[src/rtl/maverickOne_pkg.sv]
// Shared configuration and types for the register write-lock scoreboard.
package maverickOne_pkg;

    localparam int NUM_REGS        = 16;
    localparam int NUM_OUTSTANDING = 3;
    localparam int NUM_WB_PORTS    = 2;

    typedef enum logic [1:0] {
        RUN   = 2'd0,
        DRAIN = 2'd1,
        DONE  = 2'd2
    } reg_lock_state_e;

    // Counter width that can hold 0..nos plus one step of headroom for saturation checks.
    function automatic int lock_cnt_width(input int nos);
        return $clog2(nos + 2);
    endfunction

endpackage

[src/rtl/reg_lock_counter.sv]
// One saturating up/down counter of outstanding writes for a single register.
// The increment is 0..1 and the decrement is 0..NWB per cycle; the result clamps to
// 0..NOS, and ovf_o/udf_o flag a clamp in the current cycle.
module reg_lock_counter
    import maverickOne_pkg::*;
#(
    parameter int NOS = NUM_OUTSTANDING,
    parameter int NWB = NUM_WB_PORTS,
    parameter int CW  = lock_cnt_width(NOS),
    parameter int DW  = $clog2(NWB + 1)
) (
    input  logic          clk_i,
    input  logic          rst_i,
    input  logic          inc_i,
    input  logic [DW-1:0] dec_i,
    output logic [CW-1:0] count_o,
    output logic          ovf_o,
    output logic          udf_o
);

    // Wide enough that count + inc never wraps and dec never exceeds its range.
    localparam int SW = CW + DW + 1;

    logic [CW-1:0] count_reg;
    logic [CW-1:0] count_next;
    logic [SW-1:0] up_sum;
    logic [SW-1:0] down_sum;
    logic [SW-1:0] diff;

    // Net the increment against the decrement, then clamp into 0..NOS.
    always_comb begin
        up_sum     = SW'(count_reg) + SW'(inc_i);
        down_sum   = SW'(dec_i);
        diff       = '0;
        count_next = count_reg;
        ovf_o      = 1'b0;
        udf_o      = 1'b0;
        if (up_sum < down_sum) begin
            count_next = '0;
            udf_o      = 1'b1;
        end else begin
            diff = up_sum - down_sum;
            if (diff > SW'(NOS)) begin
                count_next = CW'(NOS);
                ovf_o      = 1'b1;
            end else begin
                count_next = diff[CW-1:0];
            end
        end
    end

    // Count register with synchronous reset.
    always_ff @(posedge clk_i) begin
        if (rst_i) begin
            count_reg <= '0;
        end else begin
            count_reg <= count_next;
        end
    end

    assign count_o = count_reg;

endmodule

[src/rtl/reg_lock_scoreboard.sv]
// Per-register write-lock scoreboard feeding the instruction launcher.
// Counts outstanding writes per destination register, holds a global lock while a
// blocking instruction is in flight, and offers a drain handshake for flush quiescing.
// Optional feature macro: REG_LOCK_ERR_EN enables the sticky protocol error output;
// without it err_o is tied low and saturation behaves identically.
module reg_lock_scoreboard
    import maverickOne_pkg::*;
#(
    parameter int NR  = NUM_REGS,
    parameter int NOS = NUM_OUTSTANDING,
    parameter int NWB = NUM_WB_PORTS
) (
    input  logic                      clk_i,
    input  logic                      rst_i,
    input  logic                      launch_valid_i,
    input  logic                      launch_ready_i,
    input  logic [$clog2(NR)-1:0]     launch_rd_i,
    input  logic                      launch_wr_i,
    input  logic                      launch_blocking_i,
    input  logic [NWB-1:0]            wb_valid_i,
    input  logic [NWB*$clog2(NR)-1:0] wb_rd_i,
    input  logic                      blk_done_i,
    input  logic                      drain_req_i,
    output logic                      drain_ack_o,
    output logic [NR-1:0]             locks_o,
    output logic                      busy_o,
    output logic                      err_o
);

    localparam int RW = $clog2(NR);
    localparam int CW = lock_cnt_width(NOS);
    localparam int DW = $clog2(NWB + 1);

    logic            fire;
    logic [NR-1:0]   nonzero;
    logic [NR-1:0]   ovf_vec;
    logic [NR-1:0]   udf_vec;
    logic            blk_active_reg;
    logic            blk_active_next;
    logic            spurious_done;
    logic            force_lock;
    reg_lock_state_e state_reg;
    reg_lock_state_e state_next;

    assign fire = launch_valid_i & launch_ready_i;

    // x0 is never tracked, so its slot in every per-register vector is constant.
    assign nonzero[0] = 1'b0;
    assign ovf_vec[0] = 1'b0;
    assign udf_vec[0] = 1'b0;

    generate
        for (genvar gi = 1; gi < NR; gi++) begin : g_cnt
            logic          inc;
            logic [DW-1:0] dec;
            logic [CW-1:0] cnt;

            assign inc = fire & launch_wr_i & (launch_rd_i == RW'(gi));

            // Count how many writeback ports retire a write to this register this cycle.
            always_comb begin
                dec = '0;
                for (int p = 0; p < NWB; p++) begin
                    if (wb_valid_i[p] && (wb_rd_i[p*RW +: RW] == RW'(gi))) begin
                        dec = dec + DW'(1);
                    end
                end
            end

            reg_lock_counter #(
                .NOS (NOS),
                .NWB (NWB),
                .CW  (CW),
                .DW  (DW)
            ) u_cnt (
                .clk_i   (clk_i),
                .rst_i   (rst_i),
                .inc_i   (inc),
                .dec_i   (dec),
                .count_o (cnt),
                .ovf_o   (ovf_vec[gi]),
                .udf_o   (udf_vec[gi])
            );

            assign nonzero[gi] = |cnt;
        end
    endgenerate

    // A newly launched blocking instruction wins over a same-cycle retirement.
    always_comb begin
        blk_active_next = blk_active_reg;
        if (fire && launch_blocking_i) begin
            blk_active_next = 1'b1;
        end else if (blk_done_i) begin
            blk_active_next = 1'b0;
        end
    end

    assign spurious_done = blk_done_i & ~blk_active_reg;

    // Blocking-instruction flag register.
    always_ff @(posedge clk_i) begin
        if (rst_i) begin
            blk_active_reg <= 1'b0;
        end else begin
            blk_active_reg <= blk_active_next;
        end
    end

    assign busy_o = (|nonzero) | blk_active_reg;

    // Drain FSM next-state: quiesce once nothing is outstanding, fall back when request drops.
    always_comb begin
        state_next = state_reg;
        unique case (state_reg)
            RUN: begin
                if (drain_req_i) begin
                    state_next = DRAIN;
                end
            end
            DRAIN: begin
                if (!drain_req_i) begin
                    state_next = RUN;
                end else if (!busy_o) begin
                    state_next = DONE;
                end
            end
            DONE: begin
                if (!drain_req_i) begin
                    state_next = RUN;
                end
            end
            default: state_next = RUN;
        endcase
    end

    // Drain FSM state register.
    always_ff @(posedge clk_i) begin
        if (rst_i) begin
            state_reg <= RUN;
        end else begin
            state_reg <= state_next;
        end
    end

    assign drain_ack_o = (state_reg == DONE);
    assign force_lock  = blk_active_reg | (state_reg != RUN);
    assign locks_o     = nonzero | {NR{force_lock}};

`ifdef REG_LOCK_ERR_EN
    logic err_reg;

    // Sticky protocol error: any saturation or a retirement with nothing in flight.
    always_ff @(posedge clk_i) begin
        if (rst_i) begin
            err_reg <= 1'b0;
        end else if ((|ovf_vec) || (|udf_vec) || spurious_done) begin
            err_reg <= 1'b1;
        end
    end

    assign err_o = err_reg;
`else
    logic err_unused;

    assign err_unused = |{ovf_vec, udf_vec, spurious_done};
    assign err_o      = 1'b0;
`endif

endmodule

[config.mk]
export PLATFORM = sky130hd
export DESIGN_NAME = reg_lock_scoreboard
export DESIGN_NICKNAME = d
export VERILOG_FILES = /design/src/rtl/maverickOne_pkg.sv /design/src/rtl/reg_lock_counter.sv /design/src/rtl/reg_lock_scoreboard.sv
export SDC_FILE = /design/constraint.sdc
export NUM_CORES = 1
export LEC_CHECK = 0
export ABC_AREA = 0
export BUFFER_PORTS_ARGS = -buffer_cell sky130_fd_sc_hd__buf_2
export CAP_MARGIN = 20
export CORE_UTILIZATION = 25
export DETAILED_ROUTE_END_ITERATION = 12
export PLACE_DENSITY = 0.49
export SLEW_MARGIN = 20
export SYNTH_ARGS = -nofsm -noshare
export SYNTH_HDL_FRONTEND = slang
export SYNTH_HIERARCHICAL = 1
export SYNTH_SLANG_ARGS = --single-unit
export TNS_END_PERCENT = 1
[constraint.sdc]
create_clock -name clk_i -period 2.8 [get_ports clk_i]
set_input_delay 0.28 -clock clk_i [delete_from_list [all_inputs] [get_ports clk_i]]
set_output_delay 0.28 -clock clk_i [all_outputs]
set_load 0.01 [all_outputs]
==> results by group <==
Outcome
  • Status: completed

Layout
  • Syn-to-layout area delta: 14.5%
  • Fin nets: around 620
  • Fin util: a little under 30%
  • Filler cells: about 1700
  • Commonest non-fill, non-tap cell in the layout: inv_1
  • Most frequent cells in the layout: 79 x inv_1, 75 x ha_1, 48 x dfxtp_1
  • Layout cells sized above 1: 15.8%
  • Largest register FFs: 45

Power
  • Sequential power share: roughly 43%
  • Clk pwr share: about a third
  • Power Internal: approximately 1.3 mW
  • Maximum VDD drop: between 0.2 and 0.25 mV
  • Leak: 2.20 nW
  • Switching fraction of total power: between 30% and 40%
  • Combinational share of power: between 20 and 25%
  • Sw Pwr: ~570 µW
  • Power per Cell Area: 385 nW/µm²

Placed design
  • DPL Wire Length: about 8 mm
  • Routability Congestion: 0.793
  • Port Buffers: 39

STA
  • Setup TNS: 0 ns
  • Fin Hold WS: 0.250 ns
  • Worst-case clock skew: between 0.002 and 0.0025 ns
  • Slew Viols, Final: 0
  • Worst Tran Pin Value: 0.738 ns
  • Max Clock Freq: between 400 and 500 MHz
  • Final Critical Period: approximately 2.3 ns
  • Relative slew slack: between 50% and 60%
  • Unrepaired setup endpoints after global routing: false
  • Final Hold Fails: 0
  • Endpoints failing setup: 0
  • Final cycle utilization of the critical path: 82.8%

Clock tree
  • Clk sinks: 48
  • Worst-path clk slew: around 0.070 ns
  • Post-cts resize count: 0
  • CTS tree: built
  • H-Tree Depth: 2
  • Post-CTS Setup Inserts: 0
  • Clock Latency Late Sink: ~0.29 ns
  • Clock tree root buffer cell: clkbuf_16
  • Longest Clk Path Bufs: 2
  • Hold_buf cts: 0
  • Total CTS buffers: 5

Die
  • # rows: 47
  • Die X: 132 µm
  • Die ar.: about 17000 µm²
  • Core area: around 17000 µm²
  • Die H: ~130 µm
  • Io pins: around 40
  • Starting density of the core: 25.5%

Route
  • Vias: about 3300
  • Drt total wl: 9.74 mm
  • Drc violations: 0
  • Average vias per placed instance: about 4.5
  • DR WL/cell: 13.3 µm
  • Initial DRC Count: 149
  • First-pass DRT Iterations: 4
  • Routed Antenna Nets: 0

Synthesis
  • Syn Inst Count: 468
  • Mapped Nets: 580
  • Avg Inst Size Synth: 9.00 µm²
  • Yosys Warn Count: 6
  • Synth Cell Area: approximately 4200 µm²

Setup path
  • Worst EP arrival: 2.04 ns
  • Critical Path End Type: output port
  • Critical Path Fanout Max: 3
  • WP data required: between 2 and 3 ns
  • Critical R2R Capture: state_reg[0]
  • Setup slack, reg-to-reg: roughly 0.9 ns
  • RR Startpoint: g_cnt[6].u_cnt/count_o[2]
  • CP startpoint: g_cnt[6].u_cnt/count_o[2]
  • R2r worst-path depth: 4
  • Setup CP Type: reg2out
  • Setup crit end: busy_o
  • Worst setup SP type: flip-flop

GRT
  • Initial antenna violation count: 1
  • First-pass GRT wire length: about 16 mm
  • GRT Total Usage: 11.8%
  • Largest net degree at the start of global routing: 33
  • Vias in the first global route: ~3300
  • Grt ovf: 0

Job
  • Max_cap viols: 0

Hold path
  • Worst min path class: in2reg
==> stage by stage <==
| step | setup WS, ns | cells | total power, mW | cell area [µm²] |
|---|---|---|---|---|
| detailed placement | 0.317 | 725 | 1.25 | 4670 |
| CTS | 0.478 | 733 | 1.89 | 4820 |
| global placement | 0.312 | 725 | 1.23 | 4670 |
| finish | 0.481 | 734 | 1.86 | 4820 |
| global route | 0.412 | 734 | 1.98 | 4820 |
| floorplan | 0.691 | 468 | 1.10 | 4210 |
==> power groups by stage <==
stage	Combinational [mW]	Sequential [mW]	Clock, mW
floorplan	0.297	0.805	0
global placement	0.413	0.815	0
detailed placement	0.430	0.816	0
CTS	0.434	0.801	0.651
global route	0.493	0.809	0.679
finish	0.430	0.800	0.627
==> critical path: stages (launching register included) <==
cell and delay [ns]:
dfxtp_1 0.35, nor3_1 0.49, nand4_1 0.21, or4_4 0.54
buf_2 0.16
==> worst min path at each step <==
stage	startpoint	endpoint	slack (ns)	cells past startpoint
final	blk_done_i	blk_active_reg	0.25	3
after global routing	blk_done_i	blk_active_reg	0.25	3
after CTS	blk_done_i	blk_active_reg	0.24	3
after detailed placement	blk_active_reg	blk_active_reg	0.50	2
after global placement	blk_active_reg	blk_active_reg	0.50	2
after floorplan	rst_i	blk_active_reg	0.35	1
==> per-layer routing <==
metal  part of all wire, %  vias to the layer above  global-route usage, %
met5                     0                        -                      0
met4                   1.5                        0                   4.39
met3                   5.1                       12                   2.38
met2                    44                       75                   18.3
met1                    50                     1565                   16.1
li1                      -                     1678                      -
==> cell type report <==
| cell class | count | area [µm²] | share of cell area, % |
|---|---|---|---|
| antenna | 1 | 2.50 | 0.0519 |
| clock buffer | 7 | 143 | 2.96 |
| clock inverter | 1 | 7.51 | 0.156 |
| inverter | 79 | 297 | 6.15 |
| multi-input combinational | 338 | 2940 | 60.9 |
| sequential | 48 | 961 | 19.9 |
| tap | 220 | 275 | 5.71 |
| timing repair buffer | 40 | 203 | 4.20 |
Power figures use the tool's default switching activity.
